===== src/rtl/spi_cmd_sequencer.sv =====
// rtl/spi_cmd_sequencer.sv - SPI frame sequencer: command decode, register writes, prefetched reads onto MISO
module spi_cmd_sequencer #(
    parameter int ADDR_BITS  = 7,
    parameter int RD_TIMEOUT = 16,
    parameter int AUTO_INC   = 1
) (
    input  logic                 MClk,
    input  logic                 Rst_n,
    input  logic                 CSel_Active,
    input  logic                 CSel_Start,
    input  logic [7:0]           Rx_Byte,
    input  logic                 Rx_Byte_Valid,
    output logic [7:0]           Tx_Byte,
    output logic                 Tx_Load,
    output logic [ADDR_BITS-1:0] Reg_Addr,
    output logic [7:0]           Reg_Wr_Data,
    output logic                 Reg_Wr_En,
    output logic                 Reg_Rd_En,
    input  logic [7:0]           Reg_Rd_Data,
    input  logic                 Reg_Rd_Valid,
    input  logic                 Err_Clr,
    output logic                 Rd_Timeout_Flag,
    output logic                 Underrun_Flag,
    output logic [7:0]           Frame_Count
);

    localparam int CNT_W = (RD_TIMEOUT > 1) ? $clog2(RD_TIMEOUT) : 1;

    typedef enum logic [2:0] {
        S_IDLE, S_CMD, S_WRITE, S_RD_REQ, S_RD_WAIT, S_RD_HOLD
    } state_t;

    state_t               r_state;
    state_t               w_next;
    logic [ADDR_BITS-1:0] r_addr;
    logic [CNT_W-1:0]     r_cnt;
    logic [7:0]           r_tx_byte;
    logic                 r_tx_load;
    logic                 r_wr_en;
    logic [7:0]           r_wr_data;
    logic                 r_rd_timeout;
    logic                 r_underrun;
    logic [7:0]           r_frame_cnt;

    logic                 w_live;
    logic                 w_in_wait;
    logic                 w_rd_got;
    logic                 w_rd_tmo;
    logic                 w_rd_done;
    logic                 w_urun;
    logic [ADDR_BITS-1:0] w_addr_next;

    // A new frame start overrides everything, including a byte arriving in the same cycle
    assign w_live      = CSel_Active & ~CSel_Start;
    assign w_in_wait   = w_live && (r_state == S_RD_WAIT);
    assign w_rd_got    = w_in_wait && Reg_Rd_Valid;
    assign w_rd_tmo    = w_in_wait && !Reg_Rd_Valid && (r_cnt == CNT_W'(RD_TIMEOUT - 1));
    assign w_rd_done   = w_rd_got | w_rd_tmo;
    assign w_urun      = w_in_wait && !Reg_Rd_Valid && Rx_Byte_Valid;
    assign w_addr_next = (AUTO_INC != 0) ? r_addr + ADDR_BITS'(1) : r_addr;

    always_ff @(posedge MClk) begin
        if (!Rst_n) begin
            r_state <= S_IDLE;
        end else begin
            r_state <= w_next;
        end
    end

    always_comb begin
        w_next = r_state;
        if (CSel_Start) begin
            w_next = S_CMD;
        end else if (!CSel_Active) begin
            w_next = S_IDLE;
        end else begin
            case (r_state)
                S_CMD:     if (Rx_Byte_Valid) w_next = Rx_Byte[7] ? S_RD_REQ : S_WRITE;
                S_RD_REQ:  w_next = S_RD_WAIT;
                S_RD_WAIT: if (w_rd_done) w_next = S_RD_HOLD;
                S_RD_HOLD: if (Rx_Byte_Valid) w_next = S_RD_REQ;
                default:   w_next = r_state;
            endcase
        end
    end

    always_comb begin
        Reg_Rd_En = 1'b0;
        if (r_state == S_RD_REQ && w_live) begin
            Reg_Rd_En = 1'b1;
        end
    end

    always_ff @(posedge MClk) begin
        if (!Rst_n) begin
            r_addr       <= '0;
            r_cnt        <= '0;
            r_tx_byte    <= 8'h00;
            r_tx_load    <= 1'b0;
            r_wr_en      <= 1'b0;
            r_wr_data    <= 8'h00;
            r_rd_timeout <= 1'b0;
            r_underrun   <= 1'b0;
            r_frame_cnt  <= 8'h00;
        end else begin
            r_wr_en   <= 1'b0;
            r_tx_load <= 1'b0;
            if (CSel_Start) begin
                r_frame_cnt <= r_frame_cnt + 8'd1;
            end
            if (!CSel_Active) begin
                r_tx_byte <= 8'h00;
            end
            // Address advances the cycle after the write strobe so the strobe carries the old address
            if (r_wr_en) begin
                r_addr <= w_addr_next;
            end
            if (w_live && r_state == S_CMD && Rx_Byte_Valid) begin
                r_addr <= Rx_Byte[ADDR_BITS-1:0];
            end
            if (w_live && r_state == S_WRITE && Rx_Byte_Valid) begin
                r_wr_en   <= 1'b1;
                r_wr_data <= Rx_Byte;
            end
            if (r_state == S_RD_REQ) begin
                r_cnt <= '0;
            end else if (w_in_wait) begin
                r_cnt <= r_cnt + CNT_W'(1);
            end
            if (w_rd_done) begin
                r_tx_load <= 1'b1;
                r_tx_byte <= w_rd_got ? Reg_Rd_Data : 8'hFF;
                r_addr    <= w_addr_next;
            end else if (w_urun) begin
                r_tx_load <= 1'b1;
                r_tx_byte <= 8'h00;
            end
            r_rd_timeout <= w_rd_tmo | (r_rd_timeout & ~Err_Clr);
            r_underrun   <= w_urun | (r_underrun & ~Err_Clr);
        end
    end

    assign Tx_Byte         = r_tx_byte;
    assign Tx_Load         = r_tx_load & CSel_Active;
    assign Reg_Addr        = r_addr;
    assign Reg_Wr_Data     = r_wr_data;
    assign Reg_Wr_En       = r_wr_en;
    assign Rd_Timeout_Flag = r_rd_timeout;
    assign Underrun_Flag   = r_underrun;
    assign Frame_Count     = r_frame_cnt;

endmodule


===== config.mk =====
export PLATFORM = sky130hd
export DESIGN_NAME = spi_cmd_sequencer
export DESIGN_NICKNAME = d
export VERILOG_FILES = /design/src/rtl/spi_cmd_sequencer.sv
export SDC_FILE = /design/constraint.sdc
export NUM_CORES = 1
export LEC_CHECK = 0
export ABC_AREA = 1
export BUFFER_PORTS_ARGS = -buffer_cell sky130_fd_sc_hd__buf_2
export CAP_MARGIN = 15
export CELL_PAD_IN_SITES_DETAIL_PLACEMENT = 0
export CELL_PAD_IN_SITES_GLOBAL_PLACEMENT = 1
export CORE_MARGIN = 1
export CORE_UTILIZATION = 39
export CTS_CLUSTER_DIAMETER = 30
export DETAILED_ROUTE_END_ITERATION = 10
export HOLD_SLACK_MARGIN = 0.06
export PLACE_DENSITY = 0.95
export SYNTH_ARGS = -nofsm -noshare
export SYNTH_HDL_FRONTEND = slang
export SYNTH_SLANG_ARGS = --single-unit
export TNS_END_PERCENT = 50

===== constraint.sdc =====
create_clock -name MClk -period 4.2 [get_ports MClk]
set_clock_uncertainty 0.2 [all_clocks]
set_input_delay 0.21 -clock MClk [delete_from_list [all_inputs] [get_ports MClk]]
set_output_delay 0.21 -clock MClk [all_outputs]
set_load 0.05 [all_outputs]

Word-level counts from Yosys, hierarchy flattened
Index checks and enable logic that the tools add are counted.
{"block": "totals", "regBits": 42, "latchBits": 0, "ram_bits": 0, "mem_bits_ro": 0, "in_bits": 23, "output_inout_bits": 36, "word_cells": 74, "memories": 0}
{"block": "classes", "add_sub_neg": 3, "mul": 0, "div": 0, "magnitude_cmp": 0, "n_eq_ne": 14, "n_shift": 0, "n_mux": 18, "bitwise_logic": 11, "n_reduce_logical": 17}
{"cell": "two-way mux 8 bit", "count": 4}
{"cell": "two-way mux 7 bit", "count": 3}
{"cell": "inequality test 4 bit (second input constant)", "count": 3}
{"cell": "one-hot mux 3 bit (4 select lines)", "count": 1}
{"cell": "logical AND 1 bit", "count": 10}
{"cell": "two-way mux 3 bit", "count": 3}
{"cell": "adder 8 x 1 -> 8 bit (second input constant)", "count": 1}
{"cell": "AND reduction 4 bit", "count": 2}
{"cell": "adder 7 x 1 -> 7 bit (second input constant)", "count": 1}
{"cell": "two-way mux 1 bit", "count": 7}
{"cell": "equality test 3 x 2 -> 1 bit (second input constant)", "count": 2}
{"cell": "equality test 3 bit (second input constant)", "count": 2}
{"cell": "inequality test 2 bit (second input constant)", "count": 3}
{"cell": "inequality test 6 x 1 -> 1 bit (second input constant)", "count": 1}
{"cell": "adder 4 x 1 -> 4 bit (second input constant)", "count": 1}
{"cell": "AND 1 bit", "count": 4}
{"cell": "equality test 4 bit (second input constant)", "count": 1}
{"cell": "inverter 1 bit", "count": 4}
{"cell": "nonzero test 4 bit", "count": 1}
{"cell": "equality test 3 x 1 -> 1 bit (second input constant)", "count": 1}
{"cell": "inequality test 3 x 1 -> 1 bit (second input constant)", "count": 1}
{"cell": "bitwise OR 1 bit", "count": 3}
{"cell": "nonzero test 3 bit", "count": 1}
{"cell": "OR reduction 3 bit", "count": 1}
{"cell": "other kinds (2)", "count": 2}

Longest topological paths before layout
Gate-level depths: netlist of the first run.
{"block": "depth", "ltp_word": 10, "ltp_mapped": 10, "ltp_nobuf": 9}

Worst setup path before layout of the first run
OpenSTA, ideal clock, no wires.
{"block": "synth_path", "kind": "register to register", "start": "register r_frame_cnt[1], in the netlist Frame_Count[1]", "end": "register r_frame_cnt[6], in the netlist Frame_Count[6]", "setup_time_ns": 0.120, "t_arrival_ns": 1.510, "required_time_ns": 3.880, "slack_ns": 2.371, "path_stages_with_launch": 9, "n_path_buf": 0, "period_less_slack_ns": 1.829, "cell_sequence": "dfxtp_1 -> ha_1 -> nand3_1 -> nor2_1 -> nand2_1 -> inv_1 -> nand2_1 -> o21ai_0 -> a21oi_1"}
{"block": "synth_via", "elab_chain_len": 1}
{"item": "from (decl)", "line": "43", "rtl": "logic [7:0] r_frame_cnt;"}
{"item": "from (signal assigned)", "line": "109", "rtl": "r_frame_cnt <= r_frame_cnt + 8'd1;"}
{"item": "adder 8 x 1 -> 8 bit", "line": "109"}
No other way between the ends.
A chain may end at the register's enable or synchronous reset.

Worst setup path in the final report of the first run
{"block": "layout_path", "start": "input port CSel_Start", "end": "register r_wr_data[5], in the netlist Reg_Wr_Data[5]"}
{"block": "layout_via", "elab_chain_len": 4}
{"item": "from (decl)", "line": "10", "rtl": "input logic CSel_Start,"}
{"item": "inverter 1 bit", "line": "54", "rtl": "assign w_live = CSel_Active & ~CSel_Start;"}
{"item": "AND 1 bit", "line": "54"}
{"item": "logical AND 1 bit (2 in series)", "line": "121", "rtl": "if (w_live && r_state == S_WRITE && Rx_Byte_Valid) begin"}
{"item": "to (signal assigned)", "line": "123", "rtl": "r_wr_data <= Rx_Byte;"}
{"item": "to (decl)", "line": "40", "rtl": "logic [7:0] r_wr_data;"}
No other way between the ends.

==> impl_metrics.ini, run 1 <==
[cts]
htree_levels = 2
hold_buffers = 18
cts_setup_buffers = 0
clk_latency_ps = 290
cts.clk_slew.worst_paths_ps = 80
cts_resized = 0
cts_made_buffers = 5
cts_tree = done
cts.path.max_buffers = 2
cts.sinks = 42
root_buffer = clkbuf_8

[synthesis]
syn_nets = 321
syn_avg_cell_area_um2 = 7.227
ys_top_cells_by_area = dfxtp_1, nand2_1, nor2_1, inv_1, nand3_1
ys_seq_elements = 42
ys.flop_type = dfxtp_1
synth_edf_count = 0
syn_inst = 295
yosys.area.top_type = dfxtp_1
netlist_area_um2 = 2132
synth_common_cells = nand2_1, nor2_1, dfxtp_1
yosysTopAreaCellShare_pct = 39.44
ys_warn_count = 0
synth_cell_types = 27
synth_most_common_cell = nand2_1
seq_area_frac_synth_pct = 39.44
async_flop_share_pct = 0

[placed_design]
postPlaceCellArea_um2 = 2449
hpwl_um = 3547
io_buffers = 58
routabilityCongestion = 0.8679

[timing]
period_share_pct = 51.78
worstMarginPinSlew_ps = 822.0
max_freq_mhz = 459.8
rsz0062_at_grt = false
finalHoldViolations = 0
finalSetupViolations = 0
slew_headroom_pct = 45.14
slew_violations = 0
period_needed_ps = 2175
tns_ps = 0

[grt]
grt_usage_pct = 18.85
globalRouteOverflowTotal = 0
grt_pass1_vias = 1967
antenna_found_initial = 0
grt_pass1_wl_um = 8749
grt_start_max_net_pins = 22

[final_layout]
antenna_cells = 0
drive_gt1_share_pct = 25.68
postLayoutCoreUtil_pct = 52.49
nets = 395
fin_area_um2 = 2715
area_growth_pct = 27.35

[worst_setup_path]
startpoint_type = primary input
crit_path_max_incr_delay_ps = 540
worstPathArrival_ps = 2170
critPathCaptureType = flip-flop
critical_path.cell_chain = dlygate4sd3_1, buf_2, nor2_4, nand2_2, nor2_1, inv_1, nor2_1, nor2_1
critPathMostFrequentCell = nor2_1
slowest_stage = dlygate4sd3_1
crit_required_ps = 4190
crit_fanout = 11
path_class = primary input to flip-flop

[pwr]
vdd_drop_max_v = 0.0001429
p_per_area_nw_per_um2 = 274.4
power.leakage_nw = 1.265

[die]
core_um2 = 5172
rows = 26
ioPinCount = 59
start_util_pct = 41.22
fp.dieArea_um2 = 5766
fp.dieH_um = 75.94
die_x_um = 75.94

[routing]
drc_errors = 0
dr.pass1.iters = 4
wirelength_um = 5058
post_drt_wl_per_cell_um = 11.50
routed-via-count = 2122
drtIter0Drc = 85
postRouteAntennaNets = 0
viasPerCell = 4.823

[run]
cap_violations = 0

[hold_path]
hold_class = primary input to flip-flop

[run_status]
outcome = finished, final reports clean
-- cell families (layout without fill, tap and decap cells) --
group,count (synthesis),in the layout,synth area share [%]
xor+xnor,1,1,0.4109
fa+ha+maj,3,3,1.761
buf+inv,45,120,9.272
flops,42,42,39.44
simple gates,156,156,35.97
compound gates,48,48,13.15
-- metal layers --
layer	GRT usage, %	wire length (um)	up-vias
met4	7.308	73	0
met5	0	0	-
met2	30.64	2313	64
li1	-	-	1112
met1	23.14	2349	938
met3	6.024	321	8
-- where the power goes --
| group | internal (mW) | switching (mW) |
|---|---|---|
| clock | 0.117 | 0.140 |
| sequential | 0.402 | 0.00471 |
| combinational | 0.0311 | 0.0503 |
| total | 0.551 | 0.195 |
-- registers in the layout, indices dropped and copies added, names as in the netlist --
name,flops
Frame_Count,8
Rd_Timeout_Flag,1
Reg_Addr,7
Reg_Wr_Data,8
Reg_Wr_En,1
Tx_Byte,8
Underrun_Flag,1
r_cnt,4
r_state,3
r_tx_load,1
-- metrics by stage --
| stage | worst slack [ps] | cells | power [mW] | hold WS [ps] |
|---|---|---|---|---|
| finish | 2025 | 440 | 0.7451 | 87.00 |
| global placement | 2290 | 414 | 0.4842 | 233.3 |
| floorplan | 2371 | 295 | 0.4624 | 144.9 |
| CTS | 2064 | 440 | 0.7558 | 74.05 |
| detailed placement | 2188 | 414 | 0.4845 | 236.2 |
| global route | 1849 | 440 | 0.7865 | 94.72 |
-- layout make-up --
| type | instances | area (um^2) |
|---|---|---|
| clock buffer | 6 | 72.57 |
| inverter | 36 | 136.4 |
| sequential | 42 | 840.8 |
| clock inverter | 2 | 13.76 |
| multi-input combinational | 208 | 1094 |
| fill | 488 | 2457 |
| timing repair buffer | 76 | 470.5 |
| tap | 70 | 87.58 |
-- cell usage in the layout (no fill, tap or decap), types with 2 or more instances in the layout --
cell type | netlist | layout
a21oi_2 | 7 | 7
nor2_1 | 48 | 48
inv_2 | 2 | 2
buf_2 | 1 | 58
nor3_1 | 3 | 3
inv_1 | 33 | 33
a31oi_1 | 2 | 2
nand4_1 | 11 | 11
nand3_1 | 22 | 22
nand3_2 | 10 | 10
nor2_4 | 4 | 4
nand2_1 | 51 | 51
clkbuf_8 | 0 | 5
o21ai_0 | 20 | 20
dlygate4sd3_1 | 0 | 18
ha_1 | 3 | 3
a21oi_1 | 18 | 18
clkinv_2 | 1 | 2
nand2_2 | 3 | 3
dfxtp_1 | 42 | 42
-- worst paths after layout --
path               endpoint  depth (start not counted)  slack (ps)      startpoint
max          Reg_Wr_Data[5]                          8        2030      CSel_Start
min              r_state[0]                          3          90           Rst_n
max reg2reg     Reg_Addr[0]                          7        2260      r_state[0]
min reg2reg  Frame_Count[7]                          1         250  Frame_Count[7]
-- critical path, delay by kind of cell --
family	cells	cell delay, ps
buffers and inverters	3	980
and+or+nand+nor	5	970
No activity file was read; power rests on OpenSTA's default activity.
==> run 2, diff against run 1 <==
--- a/config.mk
+++ b/config.mk
@@ -5,17 +5,17 @@
 export SDC_FILE = /design/constraint.sdc
 export NUM_CORES = 1
 export LEC_CHECK = 0
-export ABC_AREA = 1
+export ABC_AREA = 0
 export BUFFER_PORTS_ARGS = -buffer_cell sky130_fd_sc_hd__buf_2
 export CAP_MARGIN = 15
 export CELL_PAD_IN_SITES_DETAIL_PLACEMENT = 0
 export CELL_PAD_IN_SITES_GLOBAL_PLACEMENT = 1
 export CORE_MARGIN = 1
-export CORE_UTILIZATION = 39
+export CORE_UTILIZATION = 33
 export CTS_CLUSTER_DIAMETER = 30
 export DETAILED_ROUTE_END_ITERATION = 10
 export HOLD_SLACK_MARGIN = 0.06
-export PLACE_DENSITY = 0.95
+export PLACE_DENSITY = 0.86
 export SYNTH_ARGS = -nofsm -noshare
 export SYNTH_HDL_FRONTEND = slang
 export SYNTH_SLANG_ARGS = --single-unit
==> constraint.sdc (replaced) <==
create_clock -name MClk -period 1.8 [get_ports MClk]
set_clock_uncertainty 0.2 [all_clocks]
set_input_delay 0.09 -clock MClk [delete_from_list [all_inputs] [get_ports MClk]]
set_output_delay 0.09 -clock MClk [all_outputs]
set_load 0.05 [all_outputs]
==> run 2 against run 1 <==
Compared with the run above:
- non-clock buffer count rose by 20
- hold slack got worse by 5.7 ps
- global-route usage fell by 2.7 points
- via count fell by 14%
- sequential share of layout area rose by 0.26 points
- first-iteration DRC count fell by 19%
- final cell count fell by 15%
- register-to-register slack got worse by 2200 ps
- critical endpoint is now Tx_Byte[5]
- largest cell class unchanged
- largest power group unchanged
==> impl_metrics.ini, run 2 <==
[final_layout]
nets = 331
fin_area_um2 = 2720
final_common_cell = buf_2
n_fill_cell = 523
layout_common_cells = buf_2, dfxtp_1, nor2_1
antenna_cells = 0
drive_gt1_share_pct = 35.29
area_growth_pct = 46.00

[pwr]
seqPwrFrac_pct = 49.6
vdd_drop_max_v = 0.0003248
pwr-share-comb_pct = 13.1
internal_power_mw = 1.464
power_mw = 1.950
swShare_pct = 24.93
power.leakage_nw = 1.250
switchingPower_mw = 0.4863
p_per_area_nw_per_um2 = 717.0
p_clk_share_pct = 37.3

[routing]
routed-via-count = 1825
post_drt_wl_per_cell_um = 12.89
dr.pass1.iters = 4
viasPerCell = 4.854
wirelength_um = 4848
drc_errors = 0
drtIter0Drc = 69
postRouteAntennaNets = 0

[die]
start_util_pct = 35.35
fp.dieH_um = 77.14
ioPinCount = 59
die_x_um = 77.14
rows = 26
core_um2 = 5270
fp.dieArea_um2 = 5950

[timing]
final.setup.worst_slack_ps = 81.34
max_freq_mhz = 581.9
slew_headroom_pct = 49.82
slew_violations = 0
period_needed_ps = 1719
worstMarginPinSlew_ps = 751.9
finalSetupViolations = 0
finalHoldViolations = 0
holdWs_ps = 81.27
period_share_pct = 95.48

[synthesis]
synth_compound_area_share_pct = 15.65
synth_top_family_by_area = simple AND/OR/NAND/NOR gates
syn_nets = 237
synth_most_common_cell = dfxtp_1
yosysTopAreaCellShare_pct = 45.13
synth_common_cells = dfxtp_1, nor2_1, o21ai_0
netlist_area_um2 = 1863
synthMuxAreaShare_pct = 7.052
syn_inst = 211
syn_avg_cell_area_um2 = 8.830
ys_warn_count = 0
ys.flop_type = dfxtp_1
ys_seq_elements = 42
synth-xor-area-share_pct = 6.582
synthSimpleGateAreaFrac_pct = 20.75
seq_area_frac_synth_pct = 45.13
yosys.area.top_type = dfxtp_1
ys_top_cells_by_area = dfxtp_1, nor2_1, mux2i_1, o21ai_0, a21oi_1
synth_adder_area_share_pct = 2.015
synth_edf_count = 0
async_flop_share_pct = 0
synth_cell_types = 40

[cts]
cts.path.max_buffers = 2
cts.sinks = 42
cts_tree = done
htree_levels = 2
root_buffer = clkbuf_8
clk_latency_ps = 290
cts_made_buffers = 5
cts.clk_slew.worst_paths_ps = 80

[grt]
antenna_found_initial = 0
grt_pass1_vias = 1725
grt_pass1_wl_um = 7700
grt_start_max_net_pins = 24
globalRouteOverflowTotal = 0
grt_usage_pct = 16.15

[run]
cap_violations = 0

[hold_path]
hold_path_end = Tx_Byte[2]
min_delay_path_depth = 4
hold_class = primary input to flip-flop
min_from = Reg_Rd_Valid

[placed_design]
hpwl_um = 3259
io_buffers = 58
routabilityCongestion = 0.8648
dp_slack_ps = -33.22
postPlaceCellArea_um2 = 2313

[worst_setup_path]
crit_fanout = 8
startpoint_type = flip-flop
worstPathArrival_ps = 1710
reg2reg_from = r_state[0]
reg2reg_depth = 5
reg2reg_slack_ps = 80
path_class = flip-flop to flip-flop
crit_required_ps = 1790
critPathCaptureType = flip-flop
r2r-end = Tx_Byte[5]

[run_status]
outcome = finished, final reports clean
## run 2: cell types whose count changed in the layout (fill, tap and decap cells not counted), moves of 10 or more
cell | previous run | this run
nand2_1 | 51 | 13
inv_1 | 33 | 2
buf_4 | 0 | 19
nand3_1 | 22 | 5
nor2_1 | 48 | 33
mux2i_1 | 0 | 12
nand3_2 | 10 | 0
## run 2: repair_timing
| action | CTS | global route |
|---|---|---|
| gates cloned | 0 | 1 |
| pin swaps | 0 | 1 |
| gates resized for setup | 6 | 10 |
| buffers inserted | 0 | 3 |
| endpoints found under the hold margin | 28 | 0 |
| endpoints found under the setup margin | 10 | 16 |
| hold buffers | 20 | 0 |
## run 2: through the flow
stage	setup TNS (ps)	instances	util [%]
floorplan	0	211	-
finish	0	376	51.61
CTS	0	372	50.36
detailed placement	-170.2	344	43.90
global placement	0	344	43.90
global route	-5.315	376	51.61
## run 2: cells by family after synthesis
group                    Yosys count
AND/OR/NAND/NOR                   78
AO/OA/AOI/OAI                     49
flip-flops                        42
XOR/XNOR                          14
multiplexers                      13
buffers and inverters             12
adder cells (fa/ha/maj)            3
## run 2: area by class of cell
cell class / count / area, um^2 / share of cell area [%]
clock buffers: 6 / 72.57 / 2.668
clock inverters: 2 / 37.54 / 1.380
inverters: 2 / 7.507 / 0.2760
multi-input cells: 158 / 1037 / 38.13
flip-flops and latches: 42 / 849.6 / 31.23
well taps: 70 / 87.58 / 3.220
repair buffers: 96 / 628.1 / 23.09
## run 2: power groups by stage
stage	clock network, mW	logic (mW)	registers, mW
after global placement	0	0.213	0.987
after floorplan	0	0.0773	1.05
after CTS	0.753	0.250	0.966
final	0.728	0.255	0.967
after detailed placement	0	0.213	0.988
after global routing	0.794	0.278	0.970
## run 2: worst max-delay path: stages (launching register included)
cell,delay [ps]
dfxtp_2,350
or3b_4,440
o31ai_4,250
nand2_2,150
a31oi_1,180
nor2_1,60
## run 2: worst max-delay path by stage
stage                  endpoint  slack, ps         from
detailed placement   Tx_Byte[5]        -30   r_state[2]
global route         Tx_Byte[1]         -5   r_state[0]
CTS                  r_state[0]         20   r_state[2]
global placement     Tx_Byte[7]         20   r_state[2]
floorplan           Reg_Addr[6]         20  Reg_Addr[4]
finish               Tx_Byte[5]         80   r_state[0]
## run 2: metal layers
metal | routed length (um) | up-vias | share of wire (%) | GRT usage (%)
met4 | 60 | 0 | 1.2 | 6.415
met3 | 228 | 7 | 4.7 | 4.048
met5 | 0 | - | 0 | 0
li1 | - | 923 | - | -
met2 | 2343 | 42 | 48 | 27.96
met1 | 2216 | 853 | 46 | 18.88
